**config.mk**
```make
export PLATFORM = sky130hd
export DESIGN_NAME = neo_d0_wr_flat
export DESIGN_NICKNAME = d
export VERILOG_FILES = /design/src/rtl/neo_d0_wr_if.sv /design/src/rtl/neo_d0_wr.sv /design/src/flat_wrapper.sv
export SDC_FILE = /design/constraint.sdc
export NUM_CORES = 1
export LEC_CHECK = 0
export BUFFER_PORTS_ARGS = -buffer_cell sky130_fd_sc_hd__buf_2
export CORE_MARGIN = 2
export CORE_UTILIZATION = 45
export DETAILED_ROUTE_END_ITERATION = 6
export PLACE_DENSITY_LB_ADDON = 0.05
export SETUP_SLACK_MARGIN = 0.4
export SYNTH_ARGS = -nofsm -noshare
export SYNTH_HDL_FRONTEND = slang
export SYNTH_SLANG_ARGS = --single-unit
```
**constraint.sdc**
```tcl
create_clock -name CLK_24M -period 1.94 [get_ports CLK_24M]
set_clock_uncertainty 0.1 [all_clocks]
set_input_delay 0.485 -clock CLK_24M [delete_from_list [all_inputs] [get_ports CLK_24M]]
set_output_delay 0.485 -clock CLK_24M [all_outputs]
set_load 0.05 [all_outputs]
```
**src/rtl/neo_d0_wr_if.sv**
```systemverilog
// Request/response and NEO-D0 bus signals of the 68k-side write initiator.
// The write initiator uses the slave view; whatever issues writes uses the master view.
interface neo_d0_wr_if;
  logic       REQ;
  logic       READY;
  logic       SEL_BANK;
  logic [5:0] WDATA;
  logic       DONE;
  logic       M68K_ADDR_A4;
  logic [5:0] M68K_DATA;
  logic       nBITWD0;
  logic [2:0] BNK_SH;
  logic [2:0] P1_SH;
  logic [2:0] P2_SH;

  modport slave (
    input  REQ, SEL_BANK, WDATA,
    output READY, DONE, M68K_ADDR_A4, M68K_DATA, nBITWD0, BNK_SH, P1_SH, P2_SH
  );

  modport master (
    output REQ, SEL_BANK, WDATA,
    input  READY, DONE, M68K_ADDR_A4, M68K_DATA, nBITWD0, BNK_SH, P1_SH, P2_SH
  );
endinterface

```
**src/rtl/neo_d0_wr.sv**
```systemverilog
// Write initiator for NEO-D0 REG_POUTPUT / REG_CRDBANK: sequences A4, DATA and the
// nBITWD0 strobe with programmable setup/low/hold, and shadows the write-only registers.
module neo_d0_wr #(
  parameter int unsigned SETUP_CYC = 2,
  parameter int unsigned LOW_CYC   = 4,
  parameter int unsigned HOLD_CYC  = 2
) (
  input  logic           CLK_24M,
  input  logic           RESET,
  neo_d0_wr_if.slave     bus
);

  typedef enum logic [1:0] {IDLE, SETUP, STROBE, HOLD} state_e;

  localparam logic [3:0] SETUP_LD = 4'(SETUP_CYC - 1);
  localparam logic [3:0] LOW_LD   = 4'(LOW_CYC - 1);
  localparam logic [3:0] HOLD_LD  = 4'(HOLD_CYC - 1);

  state_e     state_q, state_d;
  logic [3:0] cnt_q, cnt_d;
  logic       ready_q, ready_d;
  logic       done_q, done_d;
  logic       nbit_q, nbit_d;
  logic       a4_q, a4_d;
  logic [5:0] data_q, data_d;
  logic [2:0] bnk_q, bnk_d;
  logic [2:0] p1_q, p1_d;
  logic [2:0] p2_q, p2_d;

  always_comb begin
    // NOTE: every next-state signal is defaulted before the case so no path can infer a latch.
    state_d = state_q;
    cnt_d   = cnt_q;
    ready_d = ready_q;
    done_d  = 1'b0;
    nbit_d  = nbit_q;
    a4_d    = a4_q;
    data_d  = data_q;
    bnk_d   = bnk_q;
    p1_d    = p1_q;
    p2_d    = p2_q;

    unique case (state_q)
      IDLE: begin
        ready_d = 1'b1;
        // READY is still low on the first edge after reset, so nothing is taken there.
        if (bus.REQ && ready_q) begin
          state_d = SETUP;
          cnt_d   = SETUP_LD;
          ready_d = 1'b0;
          a4_d    = bus.SEL_BANK;
          data_d  = bus.WDATA;
        end
      end
      SETUP: begin
        if (cnt_q == 4'd0) begin
          state_d = STROBE;
          cnt_d   = LOW_LD;
          nbit_d  = 1'b0;
          // Shadows follow the falling strobe edge, which is where NEO-D0 latches.
          if (a4_q) bnk_d = data_q[2:0];
          else      {p2_d, p1_d} = data_q;
        end else begin
          cnt_d = cnt_q - 4'd1;
        end
      end
      STROBE: begin
        if (cnt_q == 4'd0) begin
          state_d = HOLD;
          cnt_d   = HOLD_LD;
          nbit_d  = 1'b1;
          done_d  = (HOLD_CYC == 1);
        end else begin
          cnt_d = cnt_q - 4'd1;
        end
      end
      HOLD: begin
        if (cnt_q == 4'd0) begin
          state_d = IDLE;
          ready_d = 1'b1;
        end else begin
          cnt_d  = cnt_q - 4'd1;
          done_d = (cnt_q == 4'd1);
        end
      end
      default: state_d = IDLE;
    endcase
  end

  always_ff @(posedge CLK_24M) begin
    // NOTE: sequential state uses non-blocking assignments so every register samples pre-edge values.
    if (RESET) begin
      state_q <= IDLE;
      cnt_q   <= 4'd0;
      ready_q <= 1'b0;
      done_q  <= 1'b0;
      nbit_q  <= 1'b1;
      a4_q    <= 1'b0;
      data_q  <= 6'd0;
      bnk_q   <= 3'd0;
      p1_q    <= 3'd0;
      p2_q    <= 3'd0;
    end else begin
      state_q <= state_d;
      cnt_q   <= cnt_d;
      ready_q <= ready_d;
      done_q  <= done_d;
      nbit_q  <= nbit_d;
      a4_q    <= a4_d;
      data_q  <= data_d;
      bnk_q   <= bnk_d;
      p1_q    <= p1_d;
      p2_q    <= p2_d;
    end
  end

  assign bus.READY        = ready_q;
  assign bus.DONE         = done_q;
  assign bus.nBITWD0      = nbit_q;
  assign bus.M68K_ADDR_A4 = a4_q;
  assign bus.M68K_DATA    = data_q;
  assign bus.BNK_SH       = bnk_q;
  assign bus.P1_SH        = p1_q;
  assign bus.P2_SH        = p2_q;

endmodule

```
**src/flat_wrapper.sv**
```systemverilog
// flat-port wrapper written by rule: the top's interface ports become plain ports
module neo_d0_wr_flat 
#(
  parameter int unsigned SETUP_CYC = 2,
  parameter int unsigned LOW_CYC   = 4,
  parameter int unsigned HOLD_CYC  = 2
)
  (CLK_24M, RESET, bus_REQ, bus_SEL_BANK, bus_WDATA, bus_READY, bus_DONE, bus_M68K_ADDR_A4, bus_M68K_DATA, bus_nBITWD0, bus_BNK_SH, bus_P1_SH, bus_P2_SH);
  neo_d0_wr_if bus_i ();
  input  logic CLK_24M;
  input  logic RESET;
  input wire logic [$bits(bus_i.REQ)-1:0] bus_REQ;
  input wire logic [$bits(bus_i.SEL_BANK)-1:0] bus_SEL_BANK;
  input wire logic [$bits(bus_i.WDATA)-1:0] bus_WDATA;
  output wire logic [$bits(bus_i.READY)-1:0] bus_READY;
  output wire logic [$bits(bus_i.DONE)-1:0] bus_DONE;
  output wire logic [$bits(bus_i.M68K_ADDR_A4)-1:0] bus_M68K_ADDR_A4;
  output wire logic [$bits(bus_i.M68K_DATA)-1:0] bus_M68K_DATA;
  output wire logic [$bits(bus_i.nBITWD0)-1:0] bus_nBITWD0;
  output wire logic [$bits(bus_i.BNK_SH)-1:0] bus_BNK_SH;
  output wire logic [$bits(bus_i.P1_SH)-1:0] bus_P1_SH;
  output wire logic [$bits(bus_i.P2_SH)-1:0] bus_P2_SH;
  assign bus_i.REQ = bus_REQ;
  assign bus_i.SEL_BANK = bus_SEL_BANK;
  assign bus_i.WDATA = bus_WDATA;
  assign bus_READY = bus_i.READY;
  assign bus_DONE = bus_i.DONE;
  assign bus_M68K_ADDR_A4 = bus_i.M68K_ADDR_A4;
  assign bus_M68K_DATA = bus_i.M68K_DATA;
  assign bus_nBITWD0 = bus_i.nBITWD0;
  assign bus_BNK_SH = bus_i.BNK_SH;
  assign bus_P1_SH = bus_i.P1_SH;
  assign bus_P2_SH = bus_i.P2_SH;
  neo_d0_wr #(.SETUP_CYC(SETUP_CYC), .LOW_CYC(LOW_CYC), .HOLD_CYC(HOLD_CYC)) u_core (.CLK_24M(CLK_24M), .RESET(RESET), .bus(bus_i));
endmodule
```
# Yosys cells after proc, flatten, opt, wreduce, memory -nomap -nowiden
# Index checks and enable logic that the tools add are counted.
dict set report totals {
  regBits 25
  inputBits 10
  output_inout_bits 19
  word_cells 50
}
dict set report op_classes {
  add_sub_neg 1
  n_eq_ne 9
  mux 15
  bitwise_logic 2
  n_reduce_logical 13
}
# operator n
set ops {}
lappend ops {{$mux W4} 4}
lappend ops {{$pmux W4 S4} 1}
lappend ops {{$reduce_and A3 Y1} 3}
lappend ops {{$mux W2} 4}
lappend ops {{$ne A2 B1 Y1 const B} 4}
lappend ops {{$pmux W2 S4} 1}
lappend ops {{$reduce_and A2 Y1} 3}
lappend ops {{$eq A2 B2 Y1 const B} 2}
lappend ops {{$eq A4 B1 Y1 const B} 1}
lappend ops {{$logic_not A4 Y1} 1}
lappend ops {{$pmux W1 S2} 2}
lappend ops {{$reduce_and A4 Y1} 1}
lappend ops {{$reduce_bool A2 Y1} 2}
lappend ops {{$sub A4 B1 Y4 const B} 1}
lappend ops {{$mux W1} 3}
lappend ops {{$reduce_or A3 Y1} 1}
lappend ops {{$eq A2 B1 Y1 const B} 1}
lappend ops {{$logic_not A2 Y1} 1}
lappend ops {{$ne A2 B2 Y1 const B} 1}
lappend ops {{$not A1 Y1} 2}
lappend ops {{$logic_and A1 B1 Y1} 1}

# Depth between registers and ports, before layout
dict set report depth {
  depth_word 3
  ltp_mapped 7
  ltp_nobuf 6
}

# Worst setup path after synthesis
# Ideal clock, no wire load.
dict set report synth_path {
  kind {register to register}
  startpoint {register u_core.cnt_q[0]}
  endpoint {register u_core.bnk_q[0], in the netlist u_core.bus.BNK_SH[0]}
  setup_time_ps 128
  arrival_time_ps 1441
  t_required_ps 1712
  setup_slack_ps 271
  stages_incl_launch_ff 8
  n_path_buf 1
  synth_period_minus_slack_ps 1669
  path_cell_list {dfxtp_1 inv_1 ha_1 nor3b_1 buf_2 nand3_1 mux2i_1 nor2_1}
}
dict set report synth_via {
  elab_chain_len 2
}
# item line
set synth_rtl {}
lappend synth_rtl {{start: declaration} neo_d0_wr.sv:20} ;# logic [3:0] cnt_q, cnt_d;
lappend synth_rtl {{start signal: assignment} neo_d0_wr.sv:105} ;# cnt_q <= cnt_d;
lappend synth_rtl {{$logic_not A4 Y1} neo_d0_wr.sv:56} ;# if (cnt_q == 4'd0) begin
lappend synth_rtl {{$reduce_and A3 Y1 (no source line)} n/a}
lappend synth_rtl {{end signal: assignment} neo_d0_wr.sv:111} ;# bnk_q <= bnk_d;
lappend synth_rtl {{end: declaration} neo_d0_wr.sv:26} ;# logic [2:0] bnk_q, bnk_d;
# No other way between the ends.
# A chain may end at the register's enable or synchronous reset.

# Final worst setup path
dict set report layout_path {
  startpoint {register u_core.cnt_q[1]}
  endpoint {register u_core.cnt_q[1]}
}
dict set report layout_via {
  elab_chain_len 3
  elab_cells_between_ends 8
  cone_classes {1 x add/sub; 1 x eq/ne; 4 x mux; 2 x reduce/logical}
}
# item line
set layout_rtl {}
lappend layout_rtl {{$sub A4 B1 Y4 / $logic_not A4 Y1 (equally long branches)} n/a}
lappend layout_rtl {{$mux W4, or another cell as far along} neo_d0_wr.sv:78} ;# if (cnt_q == 4'd0) begin
lappend layout_rtl {{$pmux W4 S4 / $reduce_and A2 Y1 (equally long branches)} n/a}
# Several ways; a longest one is shown, not always the timed one. The select of a mux whose other input is x is not followed.

==> results by group <==
Timing
  • RSZ-0062 raised after global routing: yes
  • FMAX: 0.600 GHz
  • Max-slew violation total from the final report: 0
  • Period utilization: 85.9%
  • Worst slew margin: 68.8%
  • Hold Slack: 0.282 ns
  • Setup TNS: 0 ns
  • Endpoints failing setup: 0
  • Min Clock Period, post-route: 1.67 ns
  • Final hold viol count: 0
  • Slew @ Worst Pin: 0.463 ns

Layout
  • Share of cells above drive strength 1: 49.7%
  • Final core occ: 70.8%
  • Multi-input logic area: 741 sq um
  • Area added between synthesis and finish: 52.6%
  • Layout Nets: 177
  • Filler instances: 180
  • Register Area: 522 sq um
  • # diodes: 0

Clock tree
  • CTS sink count: 25
  • H-tree depth: 1
  • Worst-path clk slew: 0.15 ns
  • Maximum clock path buffer count: 2
  • Total CTS buffers: 3
  • Clk root buf: clkbuf_4
  • CTS tree: built
  • Worst-Skew Late Latency: 0.32 ns

Yosys
  • Commonest cells in the netlist: dfxtp_1, nor2_1, mux2i_1
  • Post-synth top area share: 44.8%
  • Area leader, netlist: dfxtp_1
  • Count leader, synth: dfxtp_1
  • Yosys warns: 0
  • Yosys reg bits: 25
  • Ys flop type: dfxtp_1
  • Asr flop ratio synth: 0%
  • Mapped cell area: 0.00112 sq mm
  • Syn_nets: 134
  • Sequential area share after synthesis: 44.8%
  • Syn Inst Count: 117
  • Synth cell types: 26
  • Mean post-synth cell area: 9.55 sq um
  • Post-synth EDFFs: 0
  • Area contributors post-synth: dfxtp_1, mux2i_1, nor2_1

Setup path
  • CP Data Arrival Time: 1.78 ns
  • CP Capture Type: flip-flop
  • CP Max Fanout: 4
  • Kind of critical path: flip-flop to flip-flop
  • Worst path required time: 2.05 ns
  • Startpoint type of the worst setup path: flip-flop

Pwr
  • Total net switching power: 1.01 mW
  • PD cells: 1410 mW/mm^2
  • Pint: 1.40 mW
  • Clock Power Share: 10.0%
  • Leak: 0.758 nW
  • Logic gate share of total power: 60.3%
  • VDD IR max: 0.962 mV
  • Seq pwr share: 29.7%
  • Sw Share: 42.0%

Place
  • Final HPWL DP: 1740 microns
  • GP Congestion: 0.819
  • # port buffers: 28

Floorplanning
  • Die area: 0.00290 sq mm
  • Core footprint: 0.00241 sq mm
  • Horiz. Die Dim: 53.8 microns
  • FP Rows: 18
  • I/O pin cnt: 29
  • Die H: 53.8 microns
  • Starting Density: 46.4%

Global route
  • Vias in the first global route: 887
  • First-pass GRT wire length: 4080 microns
  • Largest net degree at the start of global routing: 25
  • Gr usage total: 19.6%
  • Initial antenna violation count: 0
  • Total gr overflow: 0

Routing
  • WL final: 2820 microns
  • Drt drc: 0
  • DRT Pass-1 Iters: 4
  • Post-DRT Antenna Nets: 0
  • Vias per inst: 5.26
  • 1st-iter DRT viols: 20
  • Drt wl/cell: 14.9 microns
  • Vias post-DR: 994

Run status
  • Status: finished clean

Worst hold path
  • Worst Hold Class: input port to flip-flop

Flow run
  • Max Cap Violations: 0
[power by group through the flow]
stage	Combinational [mW]	Sequential, mW	Clock (mW)
after floorplan	0.575	0.817	0
after global placement	0.911	0.672	0
after detailed placement	0.922	0.675	0
after CTS	1.27	0.702	0.243
after global routing	1.54	0.726	0.256
final	1.45	0.716	0.240
[path summary, 6_finish.rpt]
check                      startpoint                       to  slack, ns  cells past startpoint
setup / recovery      u_core.cnt_q[1]          u_core.cnt_q[1]       0.27                      8
hold / removal           bus_SEL_BANK  u_core.bus.M68K_ADDR_A4       0.28                      3
setup reg to reg      u_core.cnt_q[1]          u_core.cnt_q[1]       0.27                      8
hold reg to reg   u_core.bus.P2_SH[1]      u_core.bus.P2_SH[1]       0.41                      2
[registers in the layout (all words and copies together) (netlist names)]
signal and count:
u_core.bus.P1_SH 3, u_core.bus.M68K_ADDR_A4 1, u_core.bus.nBITWD0 1, u_core.bus.M68K_DATA 6, u_core.bus.P2_SH 3, u_core.state_q 2
u_core.bus.BNK_SH 3, u_core.bus.READY 1, u_core.cnt_q 4, u_core.bus.DONE 1
[layout make-up]
type / instances / share of cell area [%]
flip-flops and latches: 25 / 30.6
clock buffers: 3 / 1.32
repair buffers: 43 / 20.2
well taps: 30 / 2.20
inverters: 6 / 1.91
multi-input cells: 81 / 43.4
clock inverters: 1 / 0.293
[placed cells by master, fill, tap and decap left out, types with 2 or more instances in the layout]
| cell | instances |
|---|---|
| nor2_1 | 23 |
| mux2i_1 | 17 |
| dfxtp_1 | 16 |
| buf_4 | 15 |
| buf_2 | 11 |
| buf_6 | 10 |
| clkbuf_4 | 9 |
| a21oi_1 | 7 |
| ha_4 | 5 |
| dfxtp_2 | 5 |
| inv_4 | 4 |
| dfxtp_4 | 4 |
| nand2b_1 | 2 |
| a211oi_1 | 2 |
| inv_1 | 2 |
| o31ai_1 | 2 |
| ha_1 | 2 |
[metrics by stage]
stage / power, mW / cell area, sq um / setup WS [ns] / std cells
6_report: 2.41 / 1710 / 0.273 / 189
5_1_grt: 2.52 / 1710 / 0.190 / 189
4_1_cts: 2.22 / 1600 / 0.293 / 185
3_5_place_dp: 1.60 / 1340 / 0.0970 / 173
3_3_place_gp: 1.58 / 1340 / 0.201 / 173
2_1_floorplan: 1.39 / 1160 / 0.410 / 117
[kinds of logic after synthesis]
family | after synthesis | synth area share [%]
flip-flops | 25 | 44.8
adder cells (fa/ha/maj) | 7 | 7.84
AO/OA/AOI/OAI | 19 | 11.9
buffers and inverters | 11 | 4.03
AND/OR/NAND/NOR | 38 | 16.2
multiplexers | 17 | 15.2
[routing by layer]
layer	track usage, %	vias to the layer above	share of wire [%]
li1	-	495	-
met1	23.3	466	44
met2	35.2	29	52
met3	3.06	4	3.3
met4	7.26	0	1.3
met5	0	-	0
[timing repair]
action	4_1_cts	5_1_grt
setup buffers	8	4
resized for setup	45	25
endpoints found under the setup margin	25	27
pin swaps	9	9
cloned	0	0
hold buffers	0	0
[critical path, stage by stage (launching register included)]
cell,delay [ns]
dfxtp_4,0.40
inv_4,0.04
ha_4,0.15
nor3b_4,0.16
buf_4,0.15
buf_6,0.11
a211oi_1,0.21
o221ai_1,0.15
o31ai_1,0.10
(Power assumes the default switching activity.)
